File: src/rtl/booth_seq_ctrl.sv
// Sequential radix-2 Booth multiplier controller with its datapath.
// One ADDSUB/SHIFT pair per multiplier bit, then a single DONE cycle.
module booth_seq_ctrl #(
    parameter int unsigned WIDTH = 4
) (
    input  logic               clk,
    input  logic               rst_n,
    input  logic               start,
    input  logic [WIDTH-1:0]   multiplicand,
    input  logic [WIDTH-1:0]   multiplier,
    output logic               busy,
    output logic               done,
    output logic [2*WIDTH-1:0] product,
    output logic               op_add,
    output logic               op_sub,
    output logic               op_shift
);

    localparam int unsigned CW = $clog2(WIDTH + 1);
    localparam int unsigned AW = WIDTH + 1;
    localparam int unsigned PW = 2 * WIDTH;

    typedef enum logic [1:0] {
        IDLE   = 2'd0,
        ADDSUB = 2'd1,
        SHIFT  = 2'd2,
        DONE   = 2'd3
    } state_t;

    state_t          state, state_nx;
    logic [AW-1:0]   a, a_nx;
    logic [WIDTH-1:0] q, q_nx;
    logic            q1, q1_nx;
    logic [WIDTH-1:0] m, m_nx;
    logic [CW-1:0]   count, count_nx;
    logic            busy_nx, done_nx, op_add_nx, op_sub_nx, op_shift_nx;
    logic [PW-1:0]   product_nx;
    logic [AW-1:0]   m_ext;

    // Sign extension keeps M = -2^(WIDTH-1) exact in the accumulator.
    assign m_ext = {m[WIDTH-1], m};

    always_ff @(posedge clk or negedge rst_n) begin
        if (!rst_n) begin
            state    <= IDLE;
            a        <= '0;
            q        <= '0;
            q1       <= 1'b0;
            m        <= '0;
            count    <= '0;
            busy     <= 1'b0;
            done     <= 1'b0;
            op_add   <= 1'b0;
            op_sub   <= 1'b0;
            op_shift <= 1'b0;
            product  <= '0;
        end else begin
            state    <= state_nx;
            a        <= a_nx;
            q        <= q_nx;
            q1       <= q1_nx;
            m        <= m_nx;
            count    <= count_nx;
            busy     <= busy_nx;
            done     <= done_nx;
            op_add   <= op_add_nx;
            op_sub   <= op_sub_nx;
            op_shift <= op_shift_nx;
            product  <= product_nx;
        end
    end

    // Next state and datapath; strobes are precomputed for the cycle being entered.
    always_comb begin
        state_nx = state;
        a_nx     = a;
        q_nx     = q;
        q1_nx    = q1;
        m_nx     = m;
        count_nx = count;

        case (state)
            IDLE: begin
                if (start) begin
                    m_nx     = multiplicand;
                    q_nx     = multiplier;
                    a_nx     = '0;
                    q1_nx    = 1'b0;
                    count_nx = CW'(WIDTH);
                    state_nx = ADDSUB;
                end
            end
            ADDSUB: begin
                case ({q[0], q1})
                    2'b10:   a_nx = a - m_ext;
                    2'b01:   a_nx = a + m_ext;
                    default: a_nx = a;
                endcase
                state_nx = SHIFT;
            end
            SHIFT: begin
                {a_nx, q_nx, q1_nx} = {a[AW-1], a, q};
                count_nx = count - CW'(1);
                state_nx = (count_nx == '0) ? DONE : ADDSUB;
            end
            DONE: begin
                state_nx = IDLE;
            end
            default: begin
                state_nx = IDLE;
            end
        endcase

        busy_nx     = (state_nx != IDLE);
        done_nx     = (state_nx == DONE);
        op_sub_nx   = (state_nx == ADDSUB) && ({q_nx[0], q1_nx} == 2'b10);
        op_add_nx   = (state_nx == ADDSUB) && ({q_nx[0], q1_nx} == 2'b01);
        op_shift_nx = (state_nx == SHIFT);
        product_nx  = (state_nx == DONE) ? {a_nx[WIDTH-1:0], q_nx} : product;
    end

endmodule

File: config.mk
export PLATFORM = sky130hd
export DESIGN_NAME = booth_seq_ctrl
export DESIGN_NICKNAME = d
export VERILOG_FILES = /design/src/rtl/booth_seq_ctrl.sv
export SDC_FILE = /design/constraint.sdc
export NUM_CORES = 1
export LEC_CHECK = 0
export CAP_MARGIN = 20
export CORE_ASPECT_RATIO = 0.7
export CORE_UTILIZATION = 25
export DETAILED_ROUTE_END_ITERATION = 10
export GPL_TIMING_DRIVEN = 0
export PLACE_DENSITY = 0.43
export SYNTH_ARGS = -nofsm -noshare
export SYNTH_HDL_FRONTEND = slang
export SYNTH_SLANG_ARGS = --single-unit
File: constraint.sdc
create_clock -name clk -period 5.03 [get_ports clk]
set_clock_uncertainty 0.15 [all_clocks]
set_input_delay 1.006 -clock clk [delete_from_list [all_inputs] [get_ports clk]]
set_output_delay 1.006 -clock clk [all_outputs]
set_load 0.02 [all_outputs]
---- Word-level counts from Yosys, hierarchy flattened ----
Cells that the tools add are included.
storage, ports and cells
  register bits ........................... 32
  input bits .............................. 11
  output and inout port bits .............. 13
cells by class
  add/subtract/negate cells ............... 3
  equality and inequality tests ........... 12
  multiplexer cells ....................... 12
  bitwise gates (word level) .............. 1
  reduce and logical (&&, ||, !) cells .... 10
operator list
  kind                 number
  $pmux 5 s3           1
  $eq 2x2->1 const B   6
  $pmux 5 s2           1
  $eq 2x1->1 const B   4
  $pmux 2 s4           1
  $pmux 4 s2           1
  $pmux 3 s2           1
  $reduce_bool 2->1    3
  $add 5x5->5          1
  $mux 5               1
  $sub 5x5->5          1
  $mux 2               2
  $mux 4               1
  $reduce_and 2->1     2
  $reduce_and 4->1     1
  $logic_not 3->1      1
  $mux 3               1
  $ne 3x3->1 const B   1
  $sub 3x1->3 const B  1
  $logic_and 1x1->1    2
  $logic_not 2->1      1
  $ne 2x2->1 const B   1
  $pmux 1 s2           1
  $mux 1               1
  $not 1->1            1

---- Longest topological paths before layout ----
Gate-level depths: netlist (run 1).
  depth in word-level cells ............... 6
  depth in mapped cells ................... 10

---- Worst setup path after synthesis (run 1) ----
No wires, ideal clock.
  path kind ............................... register -> register
  from .................................... register q[0]
  to ...................................... register a[4]
  setup time .............................. 79 ps
  arrival ................................. 2261 ps
  required time ........................... 4801 ps
  setup slack ............................. 2540 ps
  stages on the path, launching flop included .. 10
  path buffers ............................ 0
  path through ............................ dfrtp_1 > inv_1 > ha_1 > mux2_2 > fa_1 > a21o_1 > a21oi_1 > xnor2_1 > nor3_1 > mux2i_1
on the way
  word-level cells in the longest chain between the ends .. 3
ends and longest elaborated chain
  what                                                   RTL line  source
  from (decl)                                            32        logic [WIDTH-1:0] q, q_nx;
  from (signal assigned)                                 60        q <= q_nx;
  $eq 2x1->1 / $eq 2x2->1 (equally long branches)        94        case ({q[0], q1})
  $pmux 5 s2 / $ne 3x3->1 (equally long branches)        --
  $pmux 5 s3 / $reduce_and 4->1 (equally long branches)  --
  to (signal assigned)                                   59        a <= a_nx;
  to (decl)                                              31        logic [AW-1:0] a, a_nx;
Parallel ways exist; a longest one is shown, timed or not.
A chain may end at the register's enable or synchronous reset.

---- Worst setup path after layout (run 1) ----
  from .................................... register q[0]
  to ...................................... register product[5]
on the way
  word-level cells in the longest chain between the ends .. 3
ends and longest elaborated chain
  what                                             RTL line  source
  $eq 2x1->1 / $eq 2x2->1 (equally long branches)  94
  $pmux 5 s2 (*)                                   94
  $pmux 5 s3 (*)                                   82        case (state)
  named net a_nx[1]                                31
  to (signal assigned)                             69        product <= product_nx;
  to (decl)                                        13        output logic [2*WIDTH-1:0] product,
Mark *: on every way through the listed nets, which the timed path passes. The rest lies on a longest branch.

==> reports/qor.yml, run 1 <==
detailed_routing:
  firstDrtPassIters: 4
  routedWlPerCell_um: 13.9
  routed_wirelength_um: 3430
  via_per_inst: 4.48
  vias: 1103
  drtAntennaViolNets: 0
  drcViolationCount: 0
  drtIter0Drc: 53
critical_path:
  cp-start-kind: "flip-flop"
  cp.arrival_ns: 2.72
  cp_top_family: "multiplexers"
  critical_path_buf_inv_count: 1
  cp_max_fo: 5
  worstPathCellList: "inv_1 > ha_1 > mux2_2 > fa_1 > mux2i_1 > nor2_1 > a221o_1 > mux2_4"
  cp.required_ns: 5.05
  crit_path_max_incr_delay_ns: 0.46
  critPathCaptureType: "flip-flop"
  crit_type: "flip-flop to flip-flop"
  cpMaxStageDelayCell: "fa_1"
clock_network:
  hold_buffers: 0
  cts_resized: 0
  cts_max_path_buffers: 2
  cts_setup_buffers: 0
  clk_pin_slew_worst_paths_ns: 0.07
  ctsRootBufferMaster: "clkbuf_8"
  cts_tree: "built"
  cts_buffers: 5
  h-tree-depth: 2
  cts.sinks: 32
  clkLatencyLatePin_ns: 0.28
yosys:
  synth.distinct_cells: 40
  syn_area_um2: 1600
  syn_inst: 140
  synth.area.top_cells: "dfrtp_1, mux2_2, ha_1"
  syn_area_per_cell_um2: 11.4
  ys_seq_area_frac: 0.502
  ys_ff_latch: 32
  synth.top_cell.area_share: 0.502
  synth_warnings: 0
  yosys.area.top_type: "dfrtp_1"
  ys.flop_type: "dfrtp_1"
  syn-num-nets: 160
  synth_edf_count: 0
  synthArstFlopShare: 1.00
power_and_ir_drop:
  p_leak_nw: 0.930
  vdd_ir_drop_max_mv: 0.190
  p_per_area_nw_per_um2: 669
grt:
  antenna_found_initial: 0
  grt_max_degree: 33
  grt-ovfl-total: 0
  grt_pass1_wl_um: 5510
  grt_use_total: 0.111
  grt_pass1_vias: 1088
floorplanning:
  top_level_ports: 24
  die_h_um: 68.8
  dieArea_um2: 6710
  rows: 23
  core_um2: 5930
  fp.dieW_um: 97.5
  initial_core_util: 0.269
final_layout:
  mostFrequentLayoutCell: "dfrtp_1"
  drive_gt1_frac: 0.181
  area_growth_pct: 26.7
  diodes: 0
  final_cell_mix: "dfrtp_1, clkdlybuf4s50_1, nor2_1"
  fill_cells: 616
  nNetsFinal: 190
  postLayoutCellArea_um2: 2020
sta:
  finalCritPeriodShare: 0.538
  setup_viol: 0
  drv_slew: 0
  rsz0062_at_grt: "no"
  tightest_slew_ns: 0.742
  hold_viol: 0
  finalCriticalPeriod_ns: 2.71
  setup_tns_ns: 0
  max_slew_margin: 0.505
  fmax_mhz: 370
placed_design:
  place_congestion: 0.781
  portBuffers: 23
  hpwlAfterDp_um: 2520
  dpl-instance-area_um2: 1910
run:
  cap_violations: 0
hold_path:
  hp-class: "flip-flop to flip-flop"
run_status:
  status: "finished clean"
==> metal layers <==
layer  track usage  wire (µm)
met5             0          0
met4        0.0441         38
met3        0.0383        139
met2         0.156       1390
met1         0.157       1850
==> worst paths after layout <==
kind	from	end	slack [ns]	cells past startpoint
max in group asynchronous	rst_n	q[2]$_DFF_PN0_	3.62	1
max	q[0]$_DFF_PN0_	product[5]$_DFFE_PN0P_	2.32	8
min reg2reg	q[3]$_DFF_PN0_	q[3]$_DFF_PN0_	0.34	1
min in group asynchronous	rst_n	count[2]$_DFFE_PN0P_	0.64	1
max reg2reg	q[0]$_DFF_PN0_	product[5]$_DFFE_PN0P_	2.32	8
min	q[3]$_DFF_PN0_	q[3]$_DFF_PN0_	0.34	1
==> final cells by class <==
class	count	area [µm²]	area share
buffer	6	46.3	0.0229
sequential	32	801	0.396
clock buffer	6	72.6	0.0359
clock inverter	2	35.0	0.0173
multi-input combinational	92	711	0.351
tap	75	93.8	0.0464
inverter	10	37.5	0.0186
timing repair buffer	23	225	0.111
==> power breakdown <==
group	internal, mW	leakage (nW)	total, mW	switching, mW
logic	0.329	0.466	0.680	0.351
registers	0.361	0.409	0.432	0.0708
clock network	0.147	0.0552	0.240	0.0935
total	0.836	0.930	1.35	0.516
==> synthesized netlist by cell type, drive strengths merged (2+ instances only) <==
library cell	instances
or2	2
o22ai	2
a221o	2
nor3	3
o21ai	7
ha	8
inv	10
mux2i	3
a22oi	4
nor2	10
a21o	5
nand2	8
a21oi	7
nand2b	3
buf	5
xnor2	2
mux2	11
xor2	3
dfrtp	32
==> through the flow <==
stage	utilization	std cells	hold WS (ns)	power (mW)	setup slack [ns]
global placement	0.324	238	0.320	1.11	2.13
global route	0.341	246	0.371	1.46	2.15
finish	0.341	246	0.336	1.35	2.32
CTS	0.341	246	0.347	1.37	2.30
floorplan	-	140	0.300	0.911	2.54
detailed placement	0.323	238	0.333	1.12	2.32
==> cells by family (layout without fill, tap and decap cells) <==
group           count (synthesis)  after routing  share of synthesized area
simple gates                   33             33                      0.109
flops                          32             32                      0.502
xor+xnor                        5              5                     0.0275
buf+inv                        16             47                     0.0525
fa+ha+maj                       9              9                     0.0753
mux                            14             14                      0.101
compound gates                 31             31                      0.133
==> sequential cells by signal, summed over array words and instances (netlist names) <==
name	cells
op_shift	1
m	4
product	8
done	1
op_add	1
count	3
busy	1
op_sub	1
a	5
q1	1
state	2
q	4
Power figures use the tool's default switching activity.
==> run 2, diff against run 1 <==
--- a/config.mk
+++ b/config.mk
@@ -10,7 +10,7 @@
 export CORE_UTILIZATION = 25
 export DETAILED_ROUTE_END_ITERATION = 10
 export GPL_TIMING_DRIVEN = 0
-export PLACE_DENSITY = 0.43
+export PLACE_DENSITY = 0.45
 export SYNTH_ARGS = -nofsm -noshare
 export SYNTH_HDL_FRONTEND = slang
 export SYNTH_SLANG_ARGS = --single-unit
==> constraint.sdc (replaced) <==
create_clock -name clk -period 2.45 [get_ports clk]
set_clock_uncertainty 0.15 [all_clocks]
set_input_delay 0.49 -clock clk [delete_from_list [all_inputs] [get_ports clk]]
set_output_delay 0.49 -clock clk [all_outputs]
set_load 0.02 [all_outputs]
==> run 2 against run 1 <==
Critical path depth unchanged. Clock-buffer cell count down 1. Sequential cell count unchanged. Utilization up 0.78 points. Sequential power up 100%. Combinational power up 120%.
==> reports/qor.yml, run 2 (synthesized netlist as in run 1, its figures left out) <==
clock_network:
  cts_tree: "built"
  hold_buffers: 0  # unchanged
  clkLatencyLatePin_ns: 0.28  # about the same
  clk_pin_slew_worst_paths_ns: 0.06  # about the same
  ctsRootBufferMaster: "clkbuf_8"
  cts.sinks: 32  # unchanged
  h-tree-depth: 2  # unchanged
  cts_buffers: 5  # unchanged
  cts_max_path_buffers: 2  # unchanged
final_layout:
  top_register: "product"
  mostFrequentLayoutCell: "dfrtp_1"
  nNetsFinal: 195  # +2.6%
  drive_gt1_frac: 0.249  # +0.0673
  area_growth_pct: 29.6
  fill_cells: 600  # -2.6%
  diodes: 0  # unchanged
  final_cell_mix: "dfrtp_1, clkdlybuf4s50_1, nor2_1"
  reg_top3: "product: 8 flops, a: 5 flops"
  largest_reg_flops: 8  # unchanged
  utilization: 0.349  # +0.00781
critical_path:
  r2r_slack_ns: 0.09  # -2.24 ns
  reg2reg_depth: 8  # unchanged
  cp_common_cell: "mux2_4"
  cp_max_fo: 2  # -3
  cp-start-kind: "flip-flop"
  critical_path_buf_inv_count: 1  # unchanged
  crit_path_max_incr_delay_ns: 0.40  # -0.06 ns
  cp.arrival_ns: 2.38  # -0.34 ns
  rr_endpoint: "product[5]$_DFFE_PN0P_"
  reg2reg_from: "m[1]$_DFFE_PN0P_"
  cp_top_family: "multiplexers"
  cp.required_ns: 2.46  # -2.59 ns
  worstPathCellList: "inv_2 > ha_4 > mux2_4 > fa_2 > mux2i_1 > nor2_1 > a221o_1 > mux2_4"
  critPathCaptureType: "flip-flop"
  cpMaxStageDelayCell: "dfrtp_1"
  crit_type: "flip-flop to flip-flop"
floorplanning:
  die_h_um: 68.8  # unchanged
  dieArea_um2: 6710  # unchanged
  rows: 23  # unchanged
  core_um2: 5930  # unchanged
  top_level_ports: 24  # unchanged
  initial_core_util: 0.269  # unchanged
  fp.dieW_um: 97.5  # unchanged
detailed_routing:
  vias: 1131  # +2.5%
  drtAntennaViolNets: 0  # unchanged
  routed_wirelength_um: 3390  # -0.93%
  drcViolationCount: 0  # unchanged
  drtIter0Drc: 102  # +92%
  via_per_inst: 4.56  # +1.7%
  firstDrtPassIters: 4  # unchanged
  routedWlPerCell_um: 13.7  # -1.7%
hold_path:
  hp-class: "input pin to async pin"
sta:
  rsz0062_at_grt: "yes"
  fmax_mhz: 423  # +15%
  tightest_slew_ns: 0.745  # +0.00316 ns
  drv_slew: 0  # unchanged
  finalCriticalPeriod_ns: 2.36  # -0.344 ns
  setup_viol: 0  # unchanged
  finalCritPeriodShare: 0.964  # +0.426
  max_slew_margin: 0.503  # -0.00210
  finalWorstSetupSlack_ns: 0.0879  # -2.24 ns
  hold_viol: 0  # unchanged
placed_design:
  portBuffers: 23  # unchanged
  place_congestion: 0.751  # -3.9%
  hpwlAfterDp_um: 2370  # -5.9%
  pre_cts_slack_ns: -0.131  # -2.46 ns
grt:
  grt_max_degree: 33  # unchanged
  grt-ovfl-total: 0  # unchanged
  antenna_found_initial: 0  # unchanged
  grt_pass1_wl_um: 5730  # +4.0%
  grt_use_total: 0.113  # +0.00144
  grt_pass1_vias: 1175  # +8.0%
power_and_ir_drop:
  p_per_area_nw_per_um2: 1340  # +100%
  vdd_ir_drop_max_mv: 0.393  # +110%
  p_leak_nw: 0.944  # +1.5%
run:
  cap_violations: 0  # unchanged
run_status:
  status: "finished clean"
-- run 2: cell types whose count changed in the layout (fill, tap and decap cells not counted), moves of 2 or more --
cell and delta:
inv_2 +3, ha_1 -2, buf_4 +5, inv_1 -3
ha_4 +2
-- run 2: per-layer routing --
layer | share of wire | track usage | up-vias
met2 | 0.42 | 0.174 | 32
met1 | 0.51 | 0.147 | 542
met4 | 0.013 | 0.0460 | 0
met3 | 0.055 | 0.0373 | 7
met5 | 0 | 0 | -
li1 | - | - | 550
-- run 2: final cells by class --
cell class	instances	area, µm²	area share
plain buffers	6	46.3	0.0224
clock buffers	5	68.8	0.0333
inverters	10	37.5	0.0181
multi-input cells	92	758	0.367
flip-flops and latches	32	801	0.387
well taps	75	93.8	0.0454
repair buffers	28	263	0.127
-- run 2: what timing repair did --
action,in CTS,in global routing
setup endpoints to repair,2,2
gates resized for setup,3,5
pin swaps,1,6
cloned,0,0
setup buffers,3,2
-- run 2: worst max path at each step --
stage | start | endpoint | cells after the start | slack [ns]
4_1_cts | m[0]$_DFFE_PN0P_ | a[4]$_DFFE_PN0P_ | 9 | 0.02
3_3_place_gp | q[0]$_DFF_PN0_ | a[4]$_DFFE_PN0P_ | 9 | -0.12
2_1_floorplan | q[0]$_DFF_PN0_ | a[4]$_DFFE_PN0P_ | 9 | 0.03
5_1_grt | q[0]$_DFF_PN0_ | a[4]$_DFFE_PN0P_ | 9 | -0.05
3_5_place_dp | q[0]$_DFF_PN0_ | a[4]$_DFFE_PN0P_ | 9 | -0.13
6_report | m[1]$_DFFE_PN0P_ | product[5]$_DFFE_PN0P_ | 8 | 0.09
-- run 2: where the power goes --
| group | switching [mW] | internal (mW) | total, mW |
|---|---|---|---|
| Clock | 0.177 | 0.183 | 0.360 |
| Combinational | 0.760 | 0.763 | 1.52 |
| Sequential | 0.146 | 0.737 | 0.883 |
-- run 2: metrics by stage --
| step | cells | total power [mW] | area [µm²] | TNS [ns] | hold slack, ns |
|---|---|---|---|---|---|
| after floorplan | 140 | 1.88 | 1600 | 0 | 0.0444 |
| after global placement | 238 | 2.27 | 1920 | -0.180 | 0.310 |
| after detailed placement | 238 | 2.29 | 1920 | -0.214 | 0.333 |
| after CTS | 246 | 2.72 | 2030 | 0 | 0.154 |
| after global routing | 248 | 2.99 | 2070 | -0.0493 | 0.182 |
| final | 248 | 2.77 | 2070 | 0 | 0.127 |
